===== src/rtl/bk_bus_pkg.sv =====
// Shared types, default interrupt vectors, parameter limits and data-lane
// helpers for the BK bus controller.
package bk_bus_pkg;

    typedef enum logic [2:0] {
        ST_IDLE,
        ST_WAIT,
        ST_STROBE,
        ST_REPLY,
        ST_ERROR,
        ST_IACK
    } bus_state_t;

    localparam logic [8:0] VEC_DEFAULT0 = 9'o060;
    localparam logic [8:0] VEC_DEFAULT1 = 9'o274;

    localparam int NCH_MIN      = 1;
    localparam int NCH_MAX      = 8;
    localparam int WAIT_CYC_MAX = 15;
    localparam int TIMEOUT_MIN  = 2;
    localparam int TIMEOUT_MAX  = 255;

    // An odd byte write replicates the low byte so the slave sees it on the high lane.
    function automatic logic [15:0] write_lane(input logic [15:0] dato,
                                               input logic        is_byte,
                                               input logic        odd);
        return (is_byte && odd) ? {dato[7:0], dato[7:0]} : dato;
    endfunction

    function automatic logic [15:0] read_lane(input logic [15:0] rdata,
                                              input logic        is_byte,
                                              input logic        odd);
        if (!is_byte)
            return rdata;
        else if (odd)
            return {8'h00, rdata[15:8]};
        else
            return {8'h00, rdata[7:0]};
    endfunction

endpackage


===== src/rtl/bk_irq_prio.sv =====
// Fixed-priority interrupt encoder: channel 0 wins, and its 9-bit vector is
// selected along with a one-hot grant.
module bk_irq_prio
    import bk_bus_pkg::*;
#(
    parameter int NCH = 2
) (
    input  logic [NCH-1:0]   req,
    input  logic [9*NCH-1:0] vec,
    output logic             any,
    output logic [NCH-1:0]   grant,
    output logic [8:0]       vector
);

    always_comb begin
        any    = 1'b0;
        grant  = '0;
        vector = '0;
        for (int i = 0; i < NCH; i++) begin
            if (req[i] && !any) begin
                any      = 1'b1;
                grant[i] = 1'b1;
                vector   = vec[9*i +: 9];
            end
        end
    end

endmodule


===== src/rtl/bk_bus_ctrl.sv =====
// BK CPU bus controller: bridges CPU SYNC/DIN/DOUT cycles to a simple slave
// strobe bus and services vectored interrupt acknowledge cycles.
module bk_bus_ctrl
    import bk_bus_pkg::*;
#(
    parameter int NCH      = 2,
    parameter int WAIT_CYC = 0,
    parameter int TIMEOUT  = 32,
    parameter int IRQ_PRI  = 4
) (
    input  logic             m_clock,
    input  logic             p_reset,
    input  logic             ce,
    input  logic             cpu_sync,
    input  logic             cpu_din,
    input  logic             cpu_dout,
    input  logic             cpu_wtbt,
    input  logic             cpu_iako,
    input  logic [15:0]      cpu_addr,
    input  logic [15:0]      cpu_dato,
    output logic [15:0]      cpu_dati,
    output logic             cpu_rply,
    output logic             cpu_error,
    output logic             cpu_virq,
    input  logic [2:0]       psw_pri,
    output logic             bus_rd,
    output logic             bus_wt,
    output logic             bus_byte,
    output logic [15:0]      bus_adr,
    output logic [15:0]      bus_wdata,
    input  logic [15:0]      bus_rdata,
    input  logic             bus_rdy,
    input  logic             bus_nxm,
    input  logic [NCH-1:0]   irq_req,
    input  logic [9*NCH-1:0] irq_vec,
    output logic [NCH-1:0]   irq_clr
);

    bus_state_t  state, state_next;
    logic        sync_q;
    logic        write_q;
    logic        byte_q;
    logic [15:0] addr_q;
    logic [3:0]  wait_cnt;
    logic [7:0]  tmo_cnt;
    logic        irq_any;
    logic [NCH-1:0] irq_grant;
    logic [8:0]  irq_vector;
    logic        sync_rise;
    logic        strobing;

    bk_irq_prio #(.NCH(NCH)) u_prio (
        .req    (irq_req),
        .vec    (irq_vec),
        .any    (irq_any),
        .grant  (irq_grant),
        .vector (irq_vector)
    );

    assign sync_rise = cpu_sync && !sync_q;
    assign strobing  = (state == ST_STROBE) && cpu_sync;
    assign cpu_virq  = (irq_req != '0) && (32'(psw_pri) < IRQ_PRI);

    always_ff @(posedge m_clock or posedge p_reset) begin
        if (p_reset)
            state <= ST_IDLE;
        else if (ce)
            state <= state_next;
    end

    // Dropping SYNC in WAIT or STROBE abandons the cycle with no reply.
    always_comb begin
        state_next = state;
        unique case (state)
            ST_IDLE:
                if (sync_rise)
                    state_next = cpu_iako ? ST_IACK : ST_WAIT;
            ST_WAIT:
                if (!cpu_sync)
                    state_next = ST_IDLE;
                else if (wait_cnt == 4'(WAIT_CYC))
                    state_next = ST_STROBE;
            ST_STROBE:
                if (!cpu_sync)
                    state_next = ST_IDLE;
                else if (bus_nxm)
                    state_next = ST_ERROR;
                else if (bus_rdy)
                    state_next = ST_REPLY;
                else if (tmo_cnt == 8'(TIMEOUT - 1))
                    state_next = ST_ERROR;
            ST_REPLY, ST_ERROR:
                if (!cpu_sync)
                    state_next = ST_IDLE;
            ST_IACK:
                state_next = irq_any ? ST_REPLY : ST_ERROR;
            default:
                state_next = ST_IDLE;
        endcase
    end

    always_comb begin
        cpu_rply  = (state == ST_REPLY);
        cpu_error = (state == ST_ERROR);
        bus_rd    = strobing && !write_q;
        bus_wt    = strobing && write_q;
        bus_byte  = strobing && byte_q;
        bus_adr   = addr_q;
        bus_wdata = (strobing && write_q) ? write_lane(cpu_dato, byte_q, addr_q[0]) : 16'h0000;
        irq_clr   = (state == ST_IACK) ? irq_grant : '0;
    end

    always_ff @(posedge m_clock or posedge p_reset) begin
        if (p_reset) begin
            sync_q   <= 1'b0;
            write_q  <= 1'b0;
            byte_q   <= 1'b0;
            addr_q   <= 16'h0000;
            wait_cnt <= 4'd0;
            tmo_cnt  <= 8'd0;
            cpu_dati <= 16'h0000;
        end else if (ce) begin
            sync_q <= cpu_sync;
            // A DIN request takes precedence over DOUT when both are asserted.
            if (state == ST_IDLE && sync_rise) begin
                addr_q  <= cpu_addr;
                write_q <= cpu_dout && !cpu_din;
                byte_q  <= cpu_wtbt;
            end
            wait_cnt <= (state == ST_WAIT && state_next == ST_WAIT) ? wait_cnt + 4'd1 : 4'd0;
            tmo_cnt  <= (state == ST_STROBE && state_next == ST_STROBE) ? tmo_cnt + 8'd1 : 8'd0;
            if (state == ST_STROBE && state_next == ST_REPLY && !write_q)
                cpu_dati <= read_lane(bus_rdata, byte_q, addr_q[0]);
            else if (state == ST_IACK && irq_any)
                cpu_dati <= {7'b0, irq_vector};
        end
    end

endmodule


===== config.mk =====
export PLATFORM = sky130hd
export DESIGN_NAME = bk_bus_ctrl
export DESIGN_NICKNAME = d
export VERILOG_FILES = /design/src/rtl/bk_bus_pkg.sv /design/src/rtl/bk_irq_prio.sv /design/src/rtl/bk_bus_ctrl.sv
export SDC_FILE = /design/constraint.sdc
export NUM_CORES = 1
export LEC_CHECK = 0
export CORE_MARGIN = 4
export CORE_UTILIZATION = 30
export DETAILED_ROUTE_END_ITERATION = 10
export PLACE_DENSITY = 0.68
export RECOVER_POWER = 50
export SYNTH_ARGS = -nofsm -noshare
export SYNTH_HDL_FRONTEND = slang
export SYNTH_HIERARCHICAL = 1
export SYNTH_SLANG_ARGS = --single-unit

===== constraint.sdc =====
create_clock -name m_clock -period 2.3 [get_ports m_clock]
set_input_delay 0.46 -clock m_clock [delete_from_list [all_inputs] [get_ports m_clock]]
set_output_delay 0.46 -clock m_clock [all_outputs]
set_load 0.1 [all_outputs]

==> results.py <==
metrics = {
    "logic_synthesis": {
        "synth_async_sr_flop_share_pct": 100.0,
        "synthTopCellsByArea": "dfrtp_1 (45%), mux2_2 (7.8%), nand2_1 (6.3%)",
        "yosys_warnings": 6,
        "avgSynthCellArea_sq_um": 9.722,
        "ys_types": 49,
        "ys_ff_latch": 50,
        "synthFlopType": "dfrtp_1",
        "syn_nets": 367,
        "seq_area_frac_synth_pct": 45.48,
        "syn_area_sq_um": 2751,
        "synth.top_cell.area_share_pct": 45.48,
        "syn-instance-count": 283,
        "yosysTopAreaCell": "dfrtp_1",
        "synth-edff-count": 0,
    },
    "die": {
        "start_util_pct": 31.24,
        "die-area_sq_um": 10770,
        "core_area_sq_um": 8806,
        "rows": 34,
        "ioPinCount": 137,
        "die_h_um": 103.8,
        "die_w_um": 103.8,
    },
    "clocking": {
        "clockBufferDepth": 2,
        "clkTransAtPathRegs_ns": 0.09,
        "cts_root_buf": "clkbuf_8",
        "cts_tree": "built",
        "insertion_delay_ns": 0.30,
        "cts_made_buffers": 5,
        "cts_sinks": 50,
        "htreeDepth": 2,
    },
    "timing": {
        "clock.fmax_mhz": 453.7,
        "rsz0062_at_grt": "no",
        "finalClockSkew_ns": 0.006255,
        "maxSlewViolCount": 0,
        "finalWorstSetupSlack_ns": 0.09596,
        "final.setup.tns_ns": 0,
        "final_hold_viol_count": 0,
        "slew_headroom_pct": 53.76,
        "worst_pin_slew_ns": 0.6928,
        "finalSetupViolations": 0,
        "fin_crit_ns": 2.204,
        "min_period_over_period_pct": 95.83,
    },
    "critical_path": {
        "slowest_stage": "and4bb_4",
        "cp-end-kind": "primary output",
        "critPathArrivalTime_ns": 1.74,
        "startpoint_type": "flip-flop",
        "crit_type": "flip-flop to primary output",
        "cp_cell_sequence": "and4bb_4, nand2_4, a21oi_4, buf_12",
        "crit_required_ns": 1.84,
        "worstPathMaxFanout": 11,
        "cpPeakStageDelay_ns": 0.48,
    },
    "cells_and_area": {
        "nFillCells": 788,
        "stdcell_area_sq_um": 4671,
        "diodes": 0,
        "num-nets-final": 512,
        "drive_above_1_share_pct": 30.54,
        "final_common_cell": "clkdlybuf4s50_1",
        "layout_common_cells": "clkdlybuf4s50_1 (76), dfrtp_1 (47), nand2_1 (44), clkbuf_2 (30), buf_12 (26)",
        "area_delta_synth_final_pct": 69.76,
    },
    "placed_design": {
        "gp_congestion": 0.8236,
        "hpwl_um": 7014,
        "portBuffers": 134,
        "post_dp_cell_area_sq_um": 4579,
        "dp_slack_ns": -0.04712,
    },
    "pwr": {
        "p_per_area_nw_per_um2": 1120,
        "vdd_drop_max_mv": 1.014,
        "finalPower_w": 0.005230,
        "leakage_nw": 2.044,
    },
    "route": {
        "dr.pass1.iters": 4,
        "wire_per_inst_um": 16.12,
        "viasPerCell": 5.114,
        "drtIter0Drc": 155,
        "drcViolationCount": 0,
        "routed_wirelength_um": 8659,
        "antenna_left": 0,
        "num_vias": 2746,
    },
    "grt": {
        "antenna_found_initial": 0,
        "gr-usage-met2_pct": 27.24,
        "grt_pass1_vias": 2750,
        "grt_max_degree": 20,
        "grt_pass1_wl_um": 14150,
        "grt_use_met3_pct": 3.545,
        "use_met1_pct": 19.98,
        "grt_use_total_pct": 15.85,
        "top_usage_layer": "met2",
        "grt_overflow_total": 0,
    },
    "hold_path": {
        "hold_path_class": "flip-flop to flip-flop",
    },
    "flow_run": {
        "maxCapViolations": 0,
    },
    "outcome": {
        "status": "completed",
    },
}
## final cells by class
cell class                 count  area (sq um)  share of cell area, %
multi-input combinational    204          1506                  32.25
clock inverter                 2         37.54                 0.8036
clock buffer                   6         72.57                  1.554
sequential                    50          1255                  26.87
inverter                      11         45.04                 0.9644
tap                          108         135.1                  2.893
timing repair buffer         156          1619                  34.66
## cells by family (layout without fill, tap and decap cells)
kind of cell	after synthesis	count (layout)	synth area share [%]
AO/OA/AOI/OAI	68	68	18.10
AND/OR/NAND/NOR	111	112	21.65
flip-flops	50	50	45.48
buffers and inverters	30	175	5.002
multiplexers	19	19	7.776
adder cells (fa/ha/maj)	3	3	1.364
XOR/XNOR	2	2	0.6368
## worst max-delay path: cells and delay by family, from the launching register on
family	cells	cell delay, ns
and+or+nand+nor	2	0.61
buffers and inverters	1	0.19
AOI/OAI and AO/OA	1	0.18
DFF	1	0.45
## final timing paths
kind                             startpoint       endpoint  slack, ns  depth (start not counted)
worst min-delay path            cpu_dati[9]    cpu_dati[9]       0.50                          1
worst min register to register  cpu_dati[9]    cpu_dati[9]       0.50                          1
worst max register to register  wait_cnt[0]     tmo_cnt[3]       0.31                          6
max in group asynchronous           p_reset       state[1]       0.72                          3
min in group asynchronous           p_reset     bus_adr[1]       0.69                          2
worst max-delay path               state[2]  bus_wdata[15]        0.1                          4
## sequential cells by signal, summed over array words and instances (netlist names)
name      flops
write_q       1
byte_q        1
cpu_dati     16
state         3
wait_cnt      4
bus_adr      16
tmo_cnt       8
sync_q        1
## per-stage QoR
stage | utilization [%] | instances | hold slack (ns)
final | 53.04 | 537 | 0.5024
after global routing | 53.04 | 537 | 0.5243
after CTS | 53.35 | 536 | 0.4549
after detailed placement | 52.00 | 527 | 0.4835
after global placement | 52.00 | 527 | 0.4775
after floorplan | - | 283 | 0.4621
## cell usage after synthesis (5+ instances only)
cell type and count:
buf_2 5, a221o_1 8, nand2b_1 6, o21ai_0 7
and3_1 15, nand2_1 46, nor2_1 11, a22o_1 9
dfrtp_1 50, mux2_2 19, inv_1 10, a21oi_1 20
a32o_1 8, clkbuf_1 10
## power by group
part           switching, W  internal (W)  leakage (nW)
registers          0.000189       0.00116         0.643
clock network      0.000297      0.000325        0.0514
logic               0.00256      0.000704          1.35
total               0.00305       0.00218          2.04
## routing by layer
layer  vias to the layer above  routed length, um  share of wire [%]
met3                        12                612                7.1
met4                         0                146                1.7
met2                       124               4275                 49
met1                      1290               3625                 42
li1                       1320                  -                  -
met5                         -                  0                  0
## what timing repair did
action / CTS / global route
setup buffers: 1 / 1
endpoints found under the setup margin: 11 / 24
cloned: 0 / 1
hold buffers: 0 / 0
pin swaps: 0 / 1
resized for setup: 1 / 9
(Power assumes the default switching activity.)
